## config.mk

```make
export PLATFORM = sky130hd
export DESIGN_NAME = instr_decode_stage
export DESIGN_NICKNAME = d
export VERILOG_FILES = /design/src/rtl/decoder_pkg.sv /design/src/rtl/instr_field_decode.sv /design/src/rtl/instr_decode_stage.sv
export SDC_FILE = /design/constraint.sdc
export NUM_CORES = 1
export LEC_CHECK = 0
export CAP_MARGIN = 20
export CORE_ASPECT_RATIO = 1.4
export CORE_MARGIN = 4
export CORE_UTILIZATION = 45
export CTS_BUF_LIST = sky130_fd_sc_hd__clkbuf_4
export CTS_CLUSTER_DIAMETER = 60
export CTS_CLUSTER_SIZE = 12
export DETAILED_ROUTE_END_ITERATION = 10
export GPL_TIMING_DRIVEN = 0
export PLACE_DENSITY_LB_ADDON = 0.1
export SYNTH_ARGS = -nofsm -noshare
export SYNTH_HDL_FRONTEND = slang
export SYNTH_SLANG_ARGS = --single-unit
```

## constraint.sdc

```tcl
create_clock -name i_clk -period 2.5 [get_ports i_clk]
set_clock_uncertainty 0.2 [all_clocks]
set_input_delay 0.75 -clock i_clk [delete_from_list [all_inputs] [get_ports i_clk]]
set_output_delay 0.75 -clock i_clk [all_outputs]
set_load 0.05 [all_outputs]
```

## src/rtl/decoder_pkg.sv

```systemverilog
// Shared opcode, ALU-command and FSM-state definitions for the OLED
// processor instruction-decode stage.
package decoder_pkg;

  // Opcode encodings (5-bit opcode field).
  localparam logic [4:0] OP_ADD     = 5'b00000;
  localparam logic [4:0] OP_SUB     = 5'b00010;
  localparam logic [4:0] OP_ADDI    = 5'b00101;
  localparam logic [4:0] OP_LOAD    = 5'b01010;
  localparam logic [4:0] OP_SETFLAG = 5'b10000;
  localparam logic [4:0] OP_BEQ     = 5'b10011;
  localparam logic [4:0] OP_BEQF    = 5'b10101;
  localparam logic [4:0] OP_I2C     = 5'b11000;

  // ALU command codes.
  localparam logic [2:0] ALU_NOP  = 3'b000;
  localparam logic [2:0] ALU_ADD  = 3'b001;
  localparam logic [2:0] ALU_SUB  = 3'b010;
  localparam logic [2:0] ALU_BEQ  = 3'b011;
  localparam logic [2:0] ALU_BEQF = 3'b100;

  // Issue FSM: RUN issues freely, WAIT blocks while an I2C transfer runs.
  typedef enum logic {
    ST_RUN  = 1'b0,
    ST_WAIT = 1'b1
  } state_t;

endpackage

```

## src/rtl/instr_field_decode.sv

```systemverilog
// Purely combinational split of an instruction word into its fields and
// opcode-derived control signals. Illegal opcodes decode as a NOP.
module instr_field_decode
  import decoder_pkg::*;
#(
  parameter int OP_W    = 5,
  parameter int REG_W   = 4,
  parameter int IMM_W   = 8,
  parameter int ADDR_W  = 8,
  parameter int INSTR_W = OP_W + 2*REG_W + IMM_W
) (
  input  logic [INSTR_W-1:0] instr,
  output logic [REG_W-1:0]   dest,
  output logic [REG_W-1:0]   src,
  output logic [IMM_W-1:0]   imm,
  output logic [ADDR_W-1:0]  addr,
  output logic [2:0]         alu_ctrl,
  output logic               rd_wen,
  output logic               src_read,
  output logic               is_i2c,
  output logic               illegal
);

  logic [OP_W-1:0]  op_field;
  logic [REG_W-1:0] dest_field;
  logic [REG_W-1:0] src_field;
  logic [IMM_W-1:0] imm_field;

  assign {op_field, dest_field, src_field, imm_field} = instr;

  // Opcode-driven control decode.
  always_comb begin
    // NOTE: every output gets a default before the case so no path can
    // leave one unassigned and infer a latch.
    dest     = dest_field;
    src      = src_field;
    imm      = op_field[0] ? imm_field : '0;
    addr     = '0;
    alu_ctrl = ALU_NOP;
    rd_wen   = 1'b0;
    src_read = 1'b0;
    is_i2c   = 1'b0;
    illegal  = 1'b0;
    case (op_field)
      OP_ADD:     begin alu_ctrl = ALU_ADD;  rd_wen = 1'b1; src_read = 1'b1; end
      OP_SUB:     begin alu_ctrl = ALU_SUB;  rd_wen = 1'b1; src_read = 1'b1; end
      OP_ADDI:    begin alu_ctrl = ALU_ADD;  rd_wen = 1'b1; end
      OP_LOAD:    begin rd_wen = 1'b1; src = '0; addr = ADDR_W'(imm_field); end
      OP_SETFLAG: rd_wen = 1'b1;
      OP_BEQ:     begin alu_ctrl = ALU_BEQ;  src_read = 1'b1; end
      OP_BEQF:    begin alu_ctrl = ALU_BEQF; src_read = 1'b1; end
      OP_I2C:     is_i2c = 1'b1;
      default: begin
        illegal = 1'b1;
        dest    = '0;
        src     = '0;
      end
    endcase
  end

endmodule

```

## src/rtl/instr_decode_stage.sv

```systemverilog
// Registered instruction-decode stage: valid/ready issue with one cycle of
// latency, I2C blocking wait, branch flush, RAW hazard flag and illegal
// opcode detection.
module instr_decode_stage
  import decoder_pkg::*;
#(
  parameter int OP_W    = 5,
  parameter int REG_W   = 4,
  parameter int IMM_W   = 8,
  parameter int ADDR_W  = 8,
  parameter int INSTR_W = OP_W + 2*REG_W + IMM_W
) (
  input  logic               i_clk,
  input  logic               i_rst,
  input  logic [INSTR_W-1:0] i_instr,
  input  logic               i_valid,
  output logic               o_ready,
  input  logic               i_flush,
  output logic               o_valid,
  input  logic               i_ready,
  output logic [REG_W-1:0]   o_dest,
  output logic [REG_W-1:0]   o_src,
  output logic [IMM_W-1:0]   o_imm,
  output logic [ADDR_W-1:0]  o_addr,
  output logic [2:0]         o_alu_ctrl,
  output logic               o_rd_wen,
  output logic               o_i2c_start,
  input  logic               i_i2c_done,
  output logic               o_hazard,
  output logic               o_illegal
);

  logic [REG_W-1:0]  dec_dest;
  logic [REG_W-1:0]  dec_src;
  logic [IMM_W-1:0]  dec_imm;
  logic [ADDR_W-1:0] dec_addr;
  logic [2:0]        dec_alu_ctrl;
  logic              dec_rd_wen;
  logic              dec_src_read;
  logic              dec_is_i2c;
  logic              dec_illegal;

  instr_field_decode #(
    .OP_W(OP_W), .REG_W(REG_W), .IMM_W(IMM_W), .ADDR_W(ADDR_W), .INSTR_W(INSTR_W)
  ) u_decode (
    .instr    (i_instr),
    .dest     (dec_dest),
    .src      (dec_src),
    .imm      (dec_imm),
    .addr     (dec_addr),
    .alu_ctrl (dec_alu_ctrl),
    .rd_wen   (dec_rd_wen),
    .src_read (dec_src_read),
    .is_i2c   (dec_is_i2c),
    .illegal  (dec_illegal)
  );

  state_t           state_q, state_d;
  logic             held_i2c;
  logic [REG_W-1:0] last_dest;
  logic             last_wen;
  logic             accept;
  logic             handoff;
  logic             raw_hazard;

  // Flush wins over a same-cycle accept.
  assign accept     = i_valid && o_ready && !i_flush;
  assign handoff    = o_valid && i_ready;
  assign raw_hazard = dec_src_read && last_wen && (dec_src == last_dest);

  // FSM next state, ready and I2C start pulse.
  always_comb begin
    state_d     = state_q;
    o_ready     = 1'b0;
    o_i2c_start = 1'b0;
    case (state_q)
      ST_RUN: begin
        o_ready = !o_valid || i_ready;
        // A flushed I2C instruction must never start a transfer.
        if (handoff && held_i2c && !i_flush) begin
          o_i2c_start = 1'b1;
          state_d     = ST_WAIT;
        end
      end
      ST_WAIT: begin
        if (i_i2c_done) state_d = ST_RUN;
      end
      default: state_d = ST_RUN;
    endcase
  end

  // FSM state register.
  always_ff @(posedge i_clk) begin
    // NOTE: sequential state uses non-blocking assignment so every register
    // samples pre-edge values regardless of block ordering.
    if (i_rst) state_q <= ST_RUN;
    else       state_q <= state_d;
  end

  // Hazard tracker: destination and write-enable of the last accepted instruction.
  always_ff @(posedge i_clk) begin
    if (i_rst) begin
      last_dest <= '0;
      last_wen  <= 1'b0;
    end else if (i_flush) begin
      last_wen  <= 1'b0;
    end else if (accept) begin
      last_dest <= dec_dest;
      last_wen  <= dec_rd_wen;
    end
  end

  // Output register: load on accept, drop valid on handoff or flush.
  always_ff @(posedge i_clk) begin
    if (i_rst) begin
      o_valid    <= 1'b0;
      o_dest     <= '0;
      o_src      <= '0;
      o_imm      <= '0;
      o_addr     <= '0;
      o_alu_ctrl <= ALU_NOP;
      o_rd_wen   <= 1'b0;
      o_hazard   <= 1'b0;
      o_illegal  <= 1'b0;
      held_i2c   <= 1'b0;
    end else if (i_flush) begin
      o_valid    <= 1'b0;
    end else if (accept) begin
      o_valid    <= 1'b1;
      o_dest     <= dec_dest;
      o_src      <= dec_src;
      o_imm      <= dec_imm;
      o_addr     <= dec_addr;
      o_alu_ctrl <= dec_alu_ctrl;
      o_rd_wen   <= dec_rd_wen;
      o_hazard   <= raw_hazard;
      o_illegal  <= dec_illegal;
      held_i2c   <= dec_is_i2c;
    end else if (handoff) begin
      o_valid    <= 1'b0;
    end
  end

endmodule

```

# After elaboration in Yosys (flattened, before gate mapping)
# Cells that the tools add are included.
[totals] ff_bits=34 output_inout_bits=33
[op_classes] eq_ne=8 n_mux=16 n_bitwise=2 reduce_logical=19
[op_table] op="equality test 5 bit, second input constant" count=4
[op_table] op="two-way mux 8 bit" count=2
[op_table] op="case mux 3 bit (4 select lines)" count=1
[op_table] op="two-way mux 1 bit" count=10
[op_table] op="two-way mux 4 bit" count=2
[op_table] op="OR reduction 8 bit" count=1
[op_table] op="logical AND 1 bit" count=7
[op_table] op="OR reduction 7 bit" count=1
[op_table] op="equality test 5 x 2 -> 1 bit, second input constant" count=1
[op_table] op="equality test 5 x 3 -> 1 bit, second input constant" count=1
[op_table] op="equality test 5 x 4 -> 1 bit, second input constant" count=1
[op_table] op="zero test 5 bit" count=1
[op_table] op="OR reduction 5 bit" count=1
[op_table] op="equality test 4 bit" count=1
[op_table] op="OR reduction 2 bit" count=2
[op_table] op="OR reduction 4 bit" count=1
[op_table] op="zero test 1 bit" count=2
[op_table] op="NOT 1 bit" count=2
[op_table] op="case mux 1 bit (2 select lines)" count=1
[op_table] op="AND reduction 2 bit" count=1
[op_table] op="nonzero test 2 bit" count=1
[op_table] op="logical OR 1 bit" count=1

# Depth between registers and ports, before layout
[depth] ltp_word=6 depth_mapped=6 ltp_nobuf=5

# Cells and area by module
# A second synthesis with hierarchy kept.
[hier_totals] hier_cells=224 hier_area_um2=1844.3
[modules_own_cells] module="instr_decode_stage" instances=1 cells_per_inst=164 area_each_um2=1426.4 seq_area_each_um2=680.7
[modules_own_cells] module="instr_field_decode" instances=1 cells_per_inst=60 area_each_um2=417.9 seq_area_each_um2=0.0

# Worst setup path after synthesis
# Ideal clock, no wire load.
[synth_timing] path_type="input -> output" startpoint="input i_ready" endpoint="output o_ready" arrival_time_ps=1609 required_ps=1550 slack_ps=-59 cell_stages=2 path_cell_list="nand2b_1 > nor2b_1"
[synth_via] elab_chain_len=2
[synth_rtl] element="start, declared" line="instr_decode_stage.sv:20" text="input logic i_ready,"
[synth_rtl] element="logical OR 1 bit" line="instr_decode_stage.sv:78" text="o_ready = !o_valid || i_ready;"
[synth_rtl] element="two-way mux 1 bit" line="instr_decode_stage.sv:76" text="case (state_q)"
[synth_rtl] element="end, declared" line="instr_decode_stage.sv:17" text="output logic o_ready,"
# Every way passes these cells.

# Final worst setup path
[layout_timing] startpoint="register o_hazard" endpoint="output o_hazard"
[layout_lines] element="start, declared" line="instr_decode_stage.sv:29" text="output logic o_hazard,"
[layout_lines] element="start signal, assigned" line="instr_decode_stage.sv:136" text="o_hazard <= raw_hazard;"
# No word-level cell between the ends.

==> reports/results.txt <==
number of buffers and inverters on the critical path: 1
critical register-to-register path endpoint: o_addr[7]
kind of path behind the tightest hold check: reg2reg
dominant delay contributor by cell family on the critical path: buffers and inverters
post-placement setup slack: -0.897 ns
TritonCTS Buffers: 5
highest cell delay on the worst timing path: 0.81 ns
post-DR wirelength/cell: 15.5 um
final worst path period share: 0.984
reg-to-reg critical path startpoint: o_valid
final hold slack: 0.256 ns
flop and latch count out of synthesis: 34
Remaining DRCs: 0
cell leakage power: 1.06 nW
die span in x: 57.2 um
number of non-filler instances in the completed layout: 290
Critical Path End Type: output port
number of unique standard cell types used by synthesis: 39
I/O pin cnt: 60
async set-or-reset flop fraction in the synthesized netlist: 0
Worst Hold End: o_imm[0]
via count of the first global-routing pass: 1,613
H-tree levels: 2
total nets after synthesis: 212
dominant synthesized flop cell: sky130_fd_sc_hd__dfxtp_1
clock tree sinks: 34
maximum achievable frequency: 406 MHz
remaining global-route overflow: 0
total of warnings raised by yosys: 0
library cell contributing the largest single delay on the critical path: sky130_fd_sc_hd__clkdlybuf4s50_1
footprint of the multi-input gates: 805 um2
Final GP Congestion: 0.886
sequential fraction of the synthesis area: 0.447
Cell Area, Placed: 0.00213 mm2
Max Buffers Root-to-Sink: 2
count of endpoints failing hold in the final timing report: 0
number of DRC markers after the initial detailed-route iteration: 53
number of cells on the worst reg-to-reg path: 6
via count: 1,601
Die Area: 0.00439 mm2
Critical Path Start Type: register
setup slack of the most critical reg-to-reg path: 0.54 ns
worst-skew pair later-pin latency: 0.34 ns
most frequent standard cell in the layout excluding fill and tap cells: sky130_fd_sc_hd__clkdlybuf4s50_1
number of flops mapped to enable cells by yosys: 0
port bufs: 56
status: finished, final reports clean
gr usage total: 0.213
Worst IR Drop VDD: 388 uV
Via density: 5.52
number of diodes: 0
sequence of cells on the critical path: clkdlybuf4s50_1
Worst Path Class, Setup: reg2out
Clock Root Buffer: sky130_fd_sc_hd__clkbuf_4
quantity of hold-fixing buffers added after cts: 0
standard-cell rows: 24
Cells after DPL: 280
critical path arrival: 1.51 ns
setup repair after global routing missed its margin: true
Routed WL: 4510 um
area of the mapped netlist: 0.00152 mm2
Detailed Routing Iterations Pass 1: 4
TritonCTS clock tree: built
max-cap violation count: 0
commonest non-fill, non-tap cells in the layout: sky130_fd_sc_hd__clkdlybuf4s50_1 (36), sky130_fd_sc_hd__dfxtp_1 (34), sky130_fd_sc_hd__nor2_1 (20)
Storage cell area: 681 um2
first-pass GRT wire length: 7420 um
starting density of the core: 0.478
half-perimeter wire length of the detailed placement result: 3170 um
residual antenna-violating net count after detailed routing: 0
mean post-synth cell area: 8.23 um2
power density cells: 463 mW/mm2
design area: 0.00228 mm2
total of fill cells in the finished design: 287
max-slew headroom at the worst pin: 0.643
final worst slack: 0.0399 ns
growth of design area from synthesis to finish: 49.7%
clock transition at the register clock pins on the worst setup and hold paths after CTS: 0.11 ns
required time at the endpoint of the critical path: 1.55 ns
total power draw: 1.06 mW
area inside the core boundary: 0.00318 mm2
Worst Max-Slew Pin Slew: 0.536 ns
origin of the worst min-delay path: o_imm[0]
Hold Crit Depth: 2
Chip Height: 76.8 um
Layout Nets: 277
number of antenna violations at the first check in global routing: 0
min cycle time layout: 2.46 ns
share of post-route cells with drive strength above 1: 0.120
number of cells produced by synthesis: 185
pins over their slew limit: 0
Final setup violation count: 0
Crit Path Max Fanout: 2
pin count of the biggest net entering global routing: 12
-- timing repair --
action	in CTS	in global routing
resized for setup	22	24
pin swaps	2	1
buffers inserted	2	0
endpoints found under the setup margin	10	34
-- where the power goes --
group | leakage (nW) | internal [mW] | total [mW] | switching (mW)
combinational | 0.760 | 0.0822 | 0.201 | 0.118
clock | 0.0286 | 0.104 | 0.296 | 0.191
sequential | 0.275 | 0.552 | 0.559 | 0.00647
total | 1.06 | 0.739 | 1.06 | 0.316
-- Yosys cell counts, types with 2 or more instances --
master,count,share of area
sky130_fd_sc_hd__a21oi_1,16,0.053
sky130_fd_sc_hd__a22oi_1,13,0.064
sky130_fd_sc_hd__a31oi_1,2,0.0082
sky130_fd_sc_hd__and3_1,4,0.016
sky130_fd_sc_hd__buf_2,3,0.0099
sky130_fd_sc_hd__clkbuf_1,11,0.027
sky130_fd_sc_hd__dfxtp_1,34,0.45
sky130_fd_sc_hd__inv_1,4,0.0099
sky130_fd_sc_hd__nand2_1,17,0.042
sky130_fd_sc_hd__nand2b_1,4,0.016
sky130_fd_sc_hd__nand3_1,15,0.049
sky130_fd_sc_hd__nand3b_1,2,0.0099
sky130_fd_sc_hd__nor2_1,22,0.054
sky130_fd_sc_hd__nor2b_1,4,0.016
sky130_fd_sc_hd__nor3_1,2,0.0066
sky130_fd_sc_hd__nor4_1,2,0.0082
sky130_fd_sc_hd__o21ai_0,4,0.013
sky130_fd_sc_hd__or3_1,3,0.012
sky130_fd_sc_hd__xor2_1,3,0.017
-- routing by layer --
metal / up-vias / wire (um) / global-route usage
li1: 781 / - / -
met1: 759 / 1760 / 0.233
met2: 51 / 2360 / 0.374
met3: 10 / 296 / 0.0605
met4: 0 / 92 / 0.0928
met5: - / 0 / 0
-- worst max-delay path by stage --
stage | endpoint | cells past startpoint | slack [ns] | startpoint
after floorplan | o_i2c_start | 2 | 0.15 | i_flush
after global placement | o_i2c_start | 4 | -0.88 | i_flush
after detailed placement | o_i2c_start | 4 | -0.90 | i_flush
after CTS | o_dest[1] | 1 | 0.0003 | o_dest[1]
after global routing | o_hazard | 7 | -0.02 | i_instr[17]
final | o_hazard | 1 | 0.04 | o_hazard
-- final cells by class --
cell class	count	share of cell area
Multi-Input combinational cell	132	0.353
Sequential cell	34	0.299
Timing Repair Buffer	58	0.267
Buffer	15	0.0302
Tap cell	39	0.0214
Clock buffer	5	0.0165
Clock inverter	3	0.00714
Inverter	4	0.00659
-- state kept, by name, summed over array words and instances (netlist names) --
| name | cells |
|---|---|
| held_i2c | 1 |
| o_illegal | 1 |
| o_dest | 4 |
| o_alu_ctrl | 3 |
| o_imm | 8 |
| o_addr | 8 |
| o_src | 4 |
| o_hazard | 1 |
| last_wen | 1 |
| state_q | 1 |
| o_rd_wen | 1 |
| o_valid | 1 |
-- kinds of logic after synthesis --
group / Yosys count / synth area share
flip-flops: 34 / 0.447
buffers and inverters: 19 / 0.0542
AND/OR/NAND/NOR: 83 / 0.282
XOR/XNOR: 3 / 0.0173
AO/OA/AOI/OAI: 46 / 0.200
-- metrics by stage --
| stage | utilization | TNS [ns] |
|---|---|---|
| detailed placement | 0.671 | -9.77 |
| finish | 0.716 | 0 |
| global placement | 0.671 | -9.16 |
| CTS | 0.697 | 0 |
| global route | 0.716 | -0.0375 |
| floorplan | - | 0 |
No activity file was read; power rests on OpenSTA's default activity.
==> RTL edit (same flow settings) <==
`REG_W` is set to 4 in 2 places; all go to 6.
--- a/src/rtl/instr_field_decode.sv
+++ b/src/rtl/instr_field_decode.sv
@@ -5,5 +5,5 @@
 #(
   parameter int OP_W    = 5,
-  parameter int REG_W   = 4,
+  parameter int REG_W   = 6,
   parameter int IMM_W   = 8,
   parameter int ADDR_W  = 8,
--- a/src/rtl/instr_decode_stage.sv
+++ b/src/rtl/instr_decode_stage.sv
@@ -6,5 +6,5 @@
 #(
   parameter int OP_W    = 5,
-  parameter int REG_W   = 4,
+  parameter int REG_W   = 6,
   parameter int IMM_W   = 8,
   parameter int ADDR_W  = 8,
Ports: changed (resized i_instr, o_dest and o_src); port bits go from 60 to 68. No check against the original RTL was run, so the function may have changed too.
==> RTL edit against the unedited design <==
  * Synthesized area grew 12%
  * Sequential cell count up 4
  * Fmax rose by 1.3%
  * Wire length increased by 7.3%
  * Via count up 12%
  * Total power up 29%
  * Setup slack gained 0.033 ns
  * Global-route usage about the same
  * Highest routed layer unchanged
  * Design area up 13%
==> RTL edit: results (changes against the unedited design) <==
* Pin count of the biggest net entering global routing at 13 (was 12)
* Syn_nets at 237 (was 212)
* RD Place Congestion at 0.7985 (was 0.8863)
* Initial antenna violation count at 0 (unchanged)
* Post-Place Setup Slack at -0.8731 ns (was -0.8970 ns)
* Wire per inst at 15.07 um (was 15.54 um)
* Synth top area cells: dfxtp_1 44%, a22oi_1 6.6%, nor2_1 6.4% (was dfxtp_1 45%, a22oi_1 6.4%, nor2_1 5.4%)
* Critical path's top delay family: buffers and inverters (unchanged)
* Register area share after synthesis at 44.44% (was 44.70%)
* Worst-Skew Late Latency at 0.34 ns (about the same)
* Synthesis Warnings at 0 (unchanged)
* Worst path slowest cell: clkdlybuf4s50_1 (unchanged)
* Synth top cells by count: 38 x dfxtp_1, 29 x nor2_1, 19 x a21oi_1 (was 34 x dfxtp_1, 22 x nor2_1, 17 x nand2_1)
* Ant diodes at 0 (unchanged)
* Cells after DPL at 311 (was 280)
* Biggest regs: o_addr (8), o_imm (8) (unchanged)
* VDD IR max at 573.1 uV (was 388.3 uV)
* Hold path depth at 2 (unchanged)
* Placed wire-length estimate at 3614 um (was 3174 um)
* Yosys cell types at 37 (was 39)
* PortBufs at 63 (was 56)
* Clk root buf: clkbuf_4 (unchanged)
* Pre-antenna DRT Iters at 4 (unchanged)
* First-pass GRT wire length at 7824 um (was 7417 um)
* Relative slew slack at 57.70% (was 64.26%)
* Commonest non-fill, non-tap cell in the layout: dfxtp_1 (was clkdlybuf4s50_1)
* Initial detailed-routing violation count at 49 (was 53)
* Worst r2r path cells at 7 (was 6)
* Cells after Synth at 206 (was 185)
* Vias in the first global route at 1,736 (was 1,613)
* Critical path's largest stage delay at 0.80 ns
* Leakage dissipation at 1.403 nW (was 1.064 nW)
* Status: finished, final reports clean (unchanged)
* Post-Route WL at 4837 um (was 4508 um)
* NetSw at 0.0003410 W (was 0.0003164 W)
* Vias at 1,786 (was 1,601)
* Fillers at 320 (was 287)
* CP Data Arrival Time at 1.48 ns (was 1.51 ns)
* Maximum root-to-sink buffer count at 2 (unchanged)
* Proportion of layout cells with a drive suffix above 1 at 9.319% (was 11.95%)
* Total Routing Usage GR at 21.37% (was 21.35%)
RTL edit: changes by cell type in the layout (fill, tap and decap cells not counted), sizes merged, moves of 3 or more:
cell,change
nor3,+6
dlygate4sd2,+5
nand3,+3
a21oi,+3
dfxtp,+4
nor2,+7
dlymetal6s2s,+12
and3,-3
clkdlybuf4s50,-10
RTL edit: path summary, 6_finish.rpt:
| path | start | end | slack (ns) |
|---|---|---|---|
| max | o_rd_wen | o_rd_wen | 0.07 |
| min | held_i2c | held_i2c | 0.25 |
| max reg2reg | state_q | o_dest[0] | 0.38 |
| min reg2reg | held_i2c | held_i2c | 0.25 |
RTL edit: power groups by stage:
| stage | Clock [W] | Sequential (W) | Combinational (W) |
|---|---|---|---|
| after floorplan | 0 | 0.000676 | 0.0000892 |
| after global placement | 0 | 0.000638 | 0.000223 |
| after detailed placement | 0 | 0.000638 | 0.000223 |
| after CTS | 0.000519 | 0.000625 | 0.000224 |
| after global routing | 0.000552 | 0.000627 | 0.000240 |
| final | 0.000511 | 0.000624 | 0.000223 |
RTL edit: layer usage:
layer	vias up	GRT usage (%)	routed length, um
met5	-	0	0
met4	0	7.982	49
met3	5	8.426	401
met2	67	34.74	2458
met1	831	24.93	1927
li1	883	-	-
RTL edit: final cells by class:
| cell class | count | share of cell area (%) |
|---|---|---|
| multi-input cells | 149 | 33.95 |
| flip-flops and latches | 38 | 29.44 |
| clock buffers | 5 | 1.453 |
| repair buffers | 65 | 27.02 |
| inverters | 4 | 0.5811 |
| well taps | 42 | 2.034 |
| clock inverters | 3 | 2.470 |
| plain buffers | 15 | 3.051 |
RTL edit: cell families (layout without fill, tap and decap cells):
| logic type | after synthesis | in the layout | share of synthesized area [%] |
|---|---|---|---|
| AO/OA/AOI/OAI | 52 | 52 | 19.52 |
| flip-flops | 38 | 38 | 44.44 |
| AND/OR/NAND/NOR | 93 | 93 | 28.66 |
| buffers and inverters | 19 | 92 | 5.336 |
| XOR/XNOR | 4 | 4 | 2.047 |
RTL edit: what timing repair did:
action | in CTS | in global routing
endpoints found under the setup margin | 30 | 43
pin swaps | 2 | 2
hold buffers | 0 | 0
hold endpoints to repair | 0 | 0
setup buffers | 2 | 0
gates resized for setup | 26 | 31
RTL edit: metrics by stage:
step	total power, W	instance area [um2]	util, %
finish	0.001359	2584	70.29
global route	0.001418	2584	70.29
CTS	0.001368	2520	68.55
detailed placement	0.0008615	2397	65.21
global placement	0.0008604	2397	65.21
floorplan	0.0007656	1714	-
